===== src/rtl/uart_tx_arbiter.sv =====
// Round-robin arbiter and sequencer for sharing one UART transmitter among four requesters.
// A requester can hold the transmitter for a multi-byte burst, up to MAX_BURST bytes.
// The optional WAIT timeout is built only when ARB_TIMEOUT_EN is defined.
module uart_tx_arbiter #(
  parameter int unsigned DBIT        = 8,
  parameter int unsigned MAX_BURST   = 16,
  parameter int unsigned TIMEOUT_CYC = 200000
) (
  input  logic                clk,
  input  logic                reset,
  input  logic [3:0]          req,
  input  logic [4*DBIT-1:0]   req_data,
  input  logic [3:0]          req_last,
  output logic [3:0]          gnt_ack,
  output logic                tx_start,
  output logic [DBIT-1:0]     tx_data,
  input  logic                tx_done_tick,
  output logic                busy,
  output logic [1:0]          cur_grant,
  output logic                timeout_err
);

  typedef enum logic [1:0] {StIdle, StStart, StWait} state_e;

  localparam int unsigned BurstW = 8;
  localparam int unsigned TmoW   = (TIMEOUT_CYC > 2) ? $clog2(TIMEOUT_CYC) : 1;

  state_e              state_q, state_d;
  logic [1:0]          grant_q, grant_d;
  logic [DBIT-1:0]     data_q, data_d;
  logic [1:0]          rr_ptr_q, rr_ptr_d;
  logic                lock_q, lock_d;
  logic [BurstW-1:0]   burst_cnt_q, burst_cnt_d;
  logic                tmo_err_q, tmo_err_d;
  logic                tmo_expired;

  logic [DBIT-1:0]     lanes [4];
  logic                pick_valid;
  logic [1:0]          pick_idx;
  logic [1:0]          cand;
  logic                cont_burst;

  // Unpack the requester byte lanes.
  always_comb begin
    for (int i = 0; i < 4; i++) begin
      lanes[i] = req_data[DBIT*i +: DBIT];
    end
  end

  // Round-robin pick: scan downwards so the lowest offset from rr_ptr is the one kept.
  always_comb begin
    pick_valid = 1'b0;
    pick_idx   = rr_ptr_q;
    cand       = '0;
    for (int i = 3; i >= 0; i--) begin
      cand = rr_ptr_q + 2'(i);
      if (req[cand]) begin
        pick_valid = 1'b1;
        pick_idx   = cand;
      end
    end
  end

  assign cont_burst = lock_q && req[grant_q] && (burst_cnt_q < BurstW'(MAX_BURST));

`ifdef ARB_TIMEOUT_EN
  logic [TmoW-1:0] tmo_cnt_q, tmo_cnt_d;

  assign tmo_expired = (state_q == StWait) && (tmo_cnt_q == TmoW'(TIMEOUT_CYC - 1));

  // Timeout counter: cleared on the way into WAIT, counts every WAIT cycle.
  always_comb begin
    tmo_cnt_d = tmo_cnt_q;
    if (state_q == StStart) begin
      tmo_cnt_d = '0;
    end else if (state_q == StWait) begin
      tmo_cnt_d = tmo_cnt_q + 1'b1;
    end
  end

  // Timeout counter register.
  always_ff @(posedge clk or posedge reset) begin
    if (reset) begin
      tmo_cnt_q <= '0;
    end else begin
      tmo_cnt_q <= tmo_cnt_d;
    end
  end
`else
  // No timeout in this build; WAIT lasts until tx_done_tick.
  logic [TmoW-1:0] unused_tmo_limit;
  assign unused_tmo_limit = TmoW'(TIMEOUT_CYC - 1);
  assign tmo_expired      = 1'b0;
`endif

  // Next-state logic for the IDLE/START/WAIT sequencer.
  always_comb begin
    state_d     = state_q;
    grant_d     = grant_q;
    data_d      = data_q;
    rr_ptr_d    = rr_ptr_q;
    lock_d      = lock_q;
    burst_cnt_d = burst_cnt_q;
    tmo_err_d   = 1'b0;
    unique case (state_q)
      StIdle: begin
        if (pick_valid) begin
          grant_d     = pick_idx;
          data_d      = lanes[pick_idx];
          burst_cnt_d = BurstW'(1);
          lock_d      = ~req_last[pick_idx];
          state_d     = StStart;
        end
      end
      StStart: begin
        state_d = StWait;
      end
      StWait: begin
        // A done tick in the expiry cycle takes priority over the timeout.
        if (tx_done_tick) begin
          if (cont_burst) begin
            data_d      = lanes[grant_q];
            burst_cnt_d = burst_cnt_q + 1'b1;
            lock_d      = ~req_last[grant_q];
            state_d     = StStart;
          end else begin
            lock_d   = 1'b0;
            rr_ptr_d = grant_q + 2'd1;
            state_d  = StIdle;
          end
        end else if (tmo_expired) begin
          tmo_err_d = 1'b1;
          lock_d    = 1'b0;
          rr_ptr_d  = grant_q + 2'd1;
          state_d   = StIdle;
        end
      end
      default: begin
        state_d = StIdle;
      end
    endcase
  end

  // State and datapath registers.
  always_ff @(posedge clk or posedge reset) begin
    if (reset) begin
      state_q     <= StIdle;
      grant_q     <= '0;
      data_q      <= '0;
      rr_ptr_q    <= '0;
      lock_q      <= 1'b0;
      burst_cnt_q <= '0;
      tmo_err_q   <= 1'b0;
    end else begin
      state_q     <= state_d;
      grant_q     <= grant_d;
      data_q      <= data_d;
      rr_ptr_q    <= rr_ptr_d;
      lock_q      <= lock_d;
      burst_cnt_q <= burst_cnt_d;
      tmo_err_q   <= tmo_err_d;
    end
  end

  // Outputs decoded from registered state only.
  assign tx_start    = (state_q == StStart);
  assign gnt_ack     = tx_start ? (4'b0001 << grant_q) : 4'b0000;
  assign busy        = (state_q != StIdle);
  assign tx_data     = data_q;
  assign cur_grant   = grant_q;
  assign timeout_err = tmo_err_q;

endmodule


===== config.mk =====
export PLATFORM = sky130hd
export DESIGN_NAME = uart_tx_arbiter
export DESIGN_NICKNAME = d
export VERILOG_FILES = /design/src/rtl/uart_tx_arbiter.sv
export SDC_FILE = /design/constraint.sdc
export NUM_CORES = 1
export LEC_CHECK = 0
export CORE_MARGIN = 3
export CORE_UTILIZATION = 41
export CTS_CLUSTER_DIAMETER = 200
export CTS_CLUSTER_SIZE = 24
export DETAILED_ROUTE_END_ITERATION = 12
export PLACE_DENSITY = 0.75
export SETUP_SLACK_MARGIN = 0.4
export SYNTH_ARGS = -nofsm -noshare
export SYNTH_HDL_FRONTEND = slang
export SYNTH_SLANG_ARGS = --single-unit

===== constraint.sdc =====
create_clock -name clk -period 1.6 [get_ports clk]
set_input_delay 0.16 -clock clk [delete_from_list [all_inputs] [get_ports clk]]
set_output_delay 0.16 -clock clk [all_outputs]
set_load 0.02 [all_outputs]

==> results by group, run 1 <==
Yosys
  • Unique masters post-synth: 37
  • Post-synth top cells: 23 x dfrtp_1, 19 x o21ai_0, 16 x mux2i_1
  • Mapped Area: about 0.0017 sq mm
  • Post-synth top area share: 0.345
  • Post-synth ARST share: 1.00
  • FF+latch count, synth: 23
  • Top FF cell, synth: dfrtp_1
  • Syn Nets: 208
  • Cells after synthesis: 160
  • Most numerous cell in the Yosys netlist: dfrtp_1
  • Number of flops mapped to enable cells by yosys: 0
  • Synth area leader: dfrtp_1
  • Post-Syn Area per Cell: 10.4 sq um
  • Sequential fraction of the synthesis area: 0.345
  • Top post-synthesis cells by area: dfrtp_1 35%, mux4_2 14%, mux2i_1 9.6%
  • Yosys warns: 0

Timing
  • # setup viols final: 16
  • FMAX: roughly 570 MHz
  • Min Tclk post-route: 1.77 ns
  • RSZ-0062 raised after global routing: yes
  • Hold_ws: 0.242 ns
  • Layout Skew: 0.00454 ns
  • Setup slack after layout: -0.167 ns
  • Endpoints failing hold: 0
  • Final Max Slew Viols: 0
  • Setup TNS: -1.50 ns
  • Fin crit share: 1.10

Power
  • Power Total: 5.61 mW
  • Switch share: 0.408
  • Internal power: 3.33 mW
  • P_sw: between 2 and 2.5 mW
  • Maximum VDD drop: 0.00105 V
  • Combinational share of power: 0.746
  • PD cells: 1850 mW/mm^2
  • Clock power frac: 0.067
  • Static Leak: 1.28 nW
  • Flop pwr share: 0.187

Detailed routing
  • Initial DRT Pass Iterations: 4
  • Antenna viol nets, final: 0
  • DR iter-0 viols: 96
  • Wirelength per Cell: 19.5 microns
  • Vias post-DR: 1735
  • Vias per cell: around 5.7
  • Drt drc: 0
  • Routed wire length: 5960 microns

Floorplanning
  • Total core area: 0.00380 sq mm
  • Die Span X: about 70 microns
  • FP Rows: 22
  • Die ar.: slightly below 0.005 sq mm
  • IO Count: 60
  • Initial Util: 0.439
  • Die Y: 69.8 microns

Clocking
  • CTS H-tree lvls: 1
  • CTS tree: built
  • Clock tree root driver cell: clkbuf_8
  • Sink Count: 23
  • Skew-Pair Late Insertion Delay: 0.27 ns
  • Clk slew on worst S/H paths: 0.09 ns
  • Num CTS Buffers: 3
  • CTS max path bufs: 2

Global route
  • Total Routing Usage GR: 0.235
  • Vias in the first global route: roughly 2000
  • Largest net degree at the start of global routing: 24
  • First-pass GRT wire length: about 9200 microns
  • Initial antenna violation count: 0
  • GRT Residual Overflow: 0

Setup path
  • Crit path launch: rr_ptr_q[0]
  • Worst EP required: 1.79 ns
  • Critical path launch point type: flip-flop
  • Max FO, Critical Path: 4
  • Critical path type: reg -> reg
  • R2r startpoint: rr_ptr_q[0]
  • FF-to-FF setup slack: -0.17 ns
  • Worst Setup End Kind: flip-flop
  • CP arrival: 1.96 ns

Finish
  • Layout cells sized above 1: 0.407
  • Layout Cells excl Fill: 306
  • Number of diodes: 0
  • Layout area overhead: 81.9%
  • Post-route cell area: 0.00303 sq mm
  • Fin util: 0.798
  • Fin nets: 307

Placement
  • Port bufs: 58
  • Pre-CTS setup slack: -0.493 ns
  • DP HPWL: approximately 3800 microns
  • Area of placed instances: 0.00257 sq mm
  • Gp weighted congestion: 0.859
  • Placed insts: 284

Hold path
  • Min-delay worst type: in -> async

Job
  • Max-Cap Viols: 0

Outcome
  • Outcome: finished with violations
  • Violated checks: setup timing
[cell families (layout without fill, tap and decap cells)]
| group | count (synthesis) | count (layout) | share of synthesized area |
|---|---|---|---|
| and+or+nand+nor | 48 | 48 | 0.146 |
| adders and majority gates | 5 | 5 | 0.0375 |
| buffers and inverters | 14 | 112 | 0.0480 |
| xor gates and xnor gates | 2 | 2 | 0.0105 |
| muxes | 29 | 29 | 0.261 |
| DFF | 23 | 23 | 0.345 |
| other | 1 | 1 | 0.00225 |
| AOI/OAI and AO/OA | 38 | 38 | 0.149 |
[power by group through the flow]
stage	registers (mW)	clock network, mW	logic [mW]
finish	1.05	0.373	4.19
floorplan	1.15	0	1.78
global placement	1.04	0	2.92
global route	1.08	0.406	4.42
CTS	1.03	0.376	3.68
detailed placement	1.05	0	3.02
[flip-flops by register name, indices dropped and copies added (netlist names)]
name         count
state_q          2
rr_ptr_q         2
cur_grant        2
burst_cnt_q      8
lock_q           1
tx_data          8
[timing repair]
action                                  CTS  global route
hold buffers                              0             0
pin swaps                                12            22
endpoints found under the setup margin   38            29
setup buffers                            10             4
gates resized for setup                  98            19
gates cloned                              2             2
[critical path, cell delays in order (launching register included)]
cell and delay [ns]:
dfrtp_1 0.42, nor2b_1 0.09, o21a_1 0.20, nor3_4 0.15, buf_12 0.16, mux4_2 0.51
a22oi_2 0.16
[path summary, 6_finish.rpt]
path | to | cells after the start
max | lock_q | 6
min | burst_cnt_q[3] | 3
max reg2reg | lock_q | 6
min reg2reg | tx_data[6] | 1
max in group asynchronous | cur_grant[1] | 3
min in group clk | tx_data[6] | 1
[layout by cell type, fill, tap and decap left out, drive strengths merged]
| cell type | synthesis | layout |
|---|---|---|
| a211oi | 1 | 1 |
| a21oi | 2 | 2 |
| a22oi | 1 | 1 |
| a41oi | 1 | 1 |
| and2 | 4 | 4 |
| buf | 7 | 51 |
| clkbuf | 2 | 6 |
| clkdlybuf4s50 | 0 | 38 |
| conb | 1 | 1 |
| dfrtp | 23 | 23 |
| dlygate4sd2 | 0 | 12 |
| ha | 5 | 5 |
| inv | 5 | 5 |
| mux2 | 2 | 2 |
| mux2i | 16 | 16 |
| mux4 | 11 | 11 |
| nand2 | 15 | 15 |
| nand2b | 3 | 3 |
| nand3 | 3 | 3 |
| nand4 | 1 | 1 |
| nor2 | 8 | 8 |
| nor2b | 8 | 8 |
| nor3 | 1 | 1 |
| nor3b | 1 | 1 |
| nor4 | 1 | 1 |
| o2111ai | 1 | 1 |
| o21a | 1 | 1 |
| o21ai | 21 | 21 |
| o21bai | 1 | 1 |
| o22a | 8 | 8 |
| o22ai | 1 | 1 |
| or2 | 1 | 1 |
| or3 | 2 | 2 |
| xor2 | 2 | 2 |
[layout make-up]
cell class / count / area [sq um]
sequential: 23 / 578
multi-input combinational: 123 / 1240
fill: 211 / 767
tap: 48 / 60.1
clock buffer: 4 / 45.0
timing repair buffer: 103 / 1090
inverter: 5 / 23.8
[metal layers]
| layer | part of all wire | up-vias | global-route usage |
|---|---|---|---|
| li1 | - | 786 | - |
| met3 | 0.039 | 10 | 0.0377 |
| met5 | 0 | - | 0 |
| met2 | 0.55 | 57 | 0.457 |
| met1 | 0.40 | 882 | 0.269 |
| met4 | 0.011 | 0 | 0.0447 |
Note: power is estimated with default switching activity, not from simulation.
==> run 2, diff against run 1 <==
Settings changed: ABC_CLOCK_PERIOD_IN_PS from default to 1500.
Clock period 1.6 ns to 1.5 ns, I/O delays scaled along.
==> run 2 against run 1 <==
The run still ends with setup timing left. Combinational power grew 11%. Worst hold slack worse by 0.015 ns. Register-to-register slack got worse by 0.13 ns. Utilization grew 2.2 points. Setup slack worse by 0.13 ns. Critical path depth is the same. Flip-flop and latch count stayed put. Clock skew rose by 0.0027 ns. Largest power group unchanged.
==> results by group, run 2 (synthesis gave the netlist of run 1 again) <==
Floorplanning
  • Total core area: 0.00380 sq mm (unchanged)
  • Die ar.: 0.00487 sq mm (unchanged)
  • Die Span X: 69.8 microns (unchanged)
  • FP Rows: 22 (unchanged)
  • Die Y: 69.8 microns (unchanged)
  • IO Count: 60 (unchanged)
  • Initial Util: 0.439 (unchanged)

Finish
  • # fillers: 211 (unchanged)
  • Fin util: 0.820 (+0.0221)
  • Post-route cell area: 0.00312 sq mm (+2.8%)
  • Most frequent cells in the layout: 38 x clkdlybuf4s50_1, 36 x buf_4, 20 x dfrtp_1, 20 x buf_6, 14 x o21ai_1
  • Fin nets: 318 (+3.6%)
  • Commonest non-fill, non-tap cell in the layout: clkdlybuf4s50_1
  • Layout cells sized above 1: 0.483 (+0.0763)
  • Number of diodes: 0 (unchanged)
  • Layout area overhead: 86.9%

Clocking
  • Skew-Pair Late Insertion Delay: 0.27 ns (about the same)
  • Sink Count: 23 (unchanged)
  • Clock tree root driver cell: clkbuf_8
  • CTS max path bufs: 2 (unchanged)
  • CTS H-tree lvls: 1 (unchanged)
  • Num CTS Buffers: 3 (unchanged)
  • Clk slew on worst S/H paths: 0.09 ns (about the same)
  • CTS tree: built

Timing
  • Endpoints failing hold: 0 (unchanged)
  • Min Tclk post-route: 1.80 ns (+0.0287 ns)
  • # setup viols final: 20 (+4)
  • Final Max Slew Viols: 0 (unchanged)
  • Setup slack after layout: -0.295 ns (-0.129 ns)
  • Hold_ws: 0.227 ns (-0.0147 ns)
  • RSZ-0062 raised after global routing: yes
  • Layout Skew: 0.00727 ns (+0.00272 ns)
  • Fin crit share: 1.20 (+0.0927)
  • FMAX: 557 MHz (-1.6%)

Setup path
  • CP arrival: 1.99 ns (+0.03 ns)
  • Max FO, Critical Path: 4 (unchanged)
  • Worst Setup End Kind: flip-flop
  • Critical path launch point type: flip-flop
  • FF-to-FF setup slack: -0.30 ns (-0.13 ns)
  • Crit path cell chain: nor2b_1, o21a_1, nor3_4, buf_6, mux4_2, a22oi_2
  • R2R cell count: 6 (unchanged)
  • CP peak stage delay: 0.51 ns (about the same)
  • Worst EP required: 1.69 ns (-0.10 ns)
  • Critical path type: reg -> reg
  • Crit-path slowest cell: mux4_2

Detailed routing
  • Antenna viol nets, final: 0 (unchanged)
  • Initial DRT Pass Iterations: 4 (unchanged)
  • Routed wire length: 6440 microns (+8.1%)
  • Vias post-DR: 1786 (+2.9%)
  • DR iter-0 viols: 147 (+53%)
  • Drt drc: 0 (unchanged)
  • Wirelength per Cell: 20.3 microns (+4.4%)
  • Vias per cell: 5.63 (-0.63%)

Power
  • Maximum VDD drop: 0.00127 V (+21%)
  • Static Leak: 1.33 nW (+3.4%)
  • PD cells: 1970 mW/mm^2 (+6.6%)

Global route
  • Initial antenna violation count: 0 (unchanged)
  • Largest net degree at the start of global routing: 24 (unchanged)
  • Vias in the first global route: 1861 (-5.1%)
  • GRT Residual Overflow: 0 (unchanged)
  • First-pass GRT wire length: 8980 microns (-2.5%)
  • Total Routing Usage GR: 0.234 (-0.00133)

Outcome
  • Violated checks: setup timing
  • Outcome: finished with violations

Placement
  • Gp weighted congestion: 0.918 (+6.9%)
  • Area of placed instances: 0.00260 sq mm (+1.2%)
  • DP HPWL: 3860 microns (+2.0%)
  • Port bufs: 58 (unchanged)
  • Pre-CTS setup slack: -0.661 ns (-0.168 ns)

Job
  • Max-Cap Viols: 0 (unchanged)

Hold path
  • Min-delay worst type: in -> async
==> run 2: area by class of cell <==
class	count	area, sq um	area share
Multi-Input combinational cell	123	1250	0.400
Timing Repair Buffer	114	1160	0.371
Sequential cell	23	579	0.186
Tap cell	48	60.1	0.0193
Clock buffer	4	45.0	0.0145
Inverter	5	26.3	0.00843
==> run 2: worst paths after layout <==
check / startpoint / to
setup reg to reg: rr_ptr_q[0] / lock_q
hold reg to reg: burst_cnt_q[5] / burst_cnt_q[5]
min in group clk: burst_cnt_q[5] / burst_cnt_q[5]
setup / recovery: rr_ptr_q[0] / lock_q
max in group asynchronous: reset / cur_grant[1]
hold / removal: reset / state_q[1]
==> run 2: stage by stage <==
step                      instances  total power, mW  TNS [ns]
after floorplan                 160             3.16     -1.76
after global placement          288             4.28     -8.47
after detailed placement        288             4.43    -10.17
after CTS                       302             5.33     -3.13
after global routing            317             6.48     -4.75
final                           317             6.15     -3.70
==> run 2: metal layers <==
layer / wire length, microns / up-vias / GRT usage
li1: - / 807 / -
met1: 2470 / 893 / 0.284
met2: 3490 / 72 / 0.409
met3: 321 / 14 / 0.0406
met4: 166 / 0 / 0.0936
met5: 0 / - / 0
==> run 2: timing repair <==
item	in CTS	in global routing
pin swaps	5	11
hold buffers	0	0
gates cloned	1	3
hold endpoints to repair	0	0
setup buffers	9	12
gates resized for setup	99	43
setup endpoints to repair	38	34
==> run 2: report_power, final <==
part / switching (mW) / internal (mW) / leakage [nW]
registers: 0.217 / 0.879 / 0.277
clock network: 0.212 / 0.190 / 0.0228
logic: 2.11 / 2.55 / 1.03
==> run 2: critical path: cells and delay by family (launching register included) <==
family	cells	cell delay, ns
mux	1	0.51
flops	1	0.41
compound gates	2	0.37
simple gates	2	0.25
buf+inv	1	0.17
==> run 3, diff against run 2 <==
Settings changed: CTS_CLUSTER_DIAMETER 200 to 80.
==> results of run 3 <==
No change in the layout: final DEF, timing and power equal those of run 2.
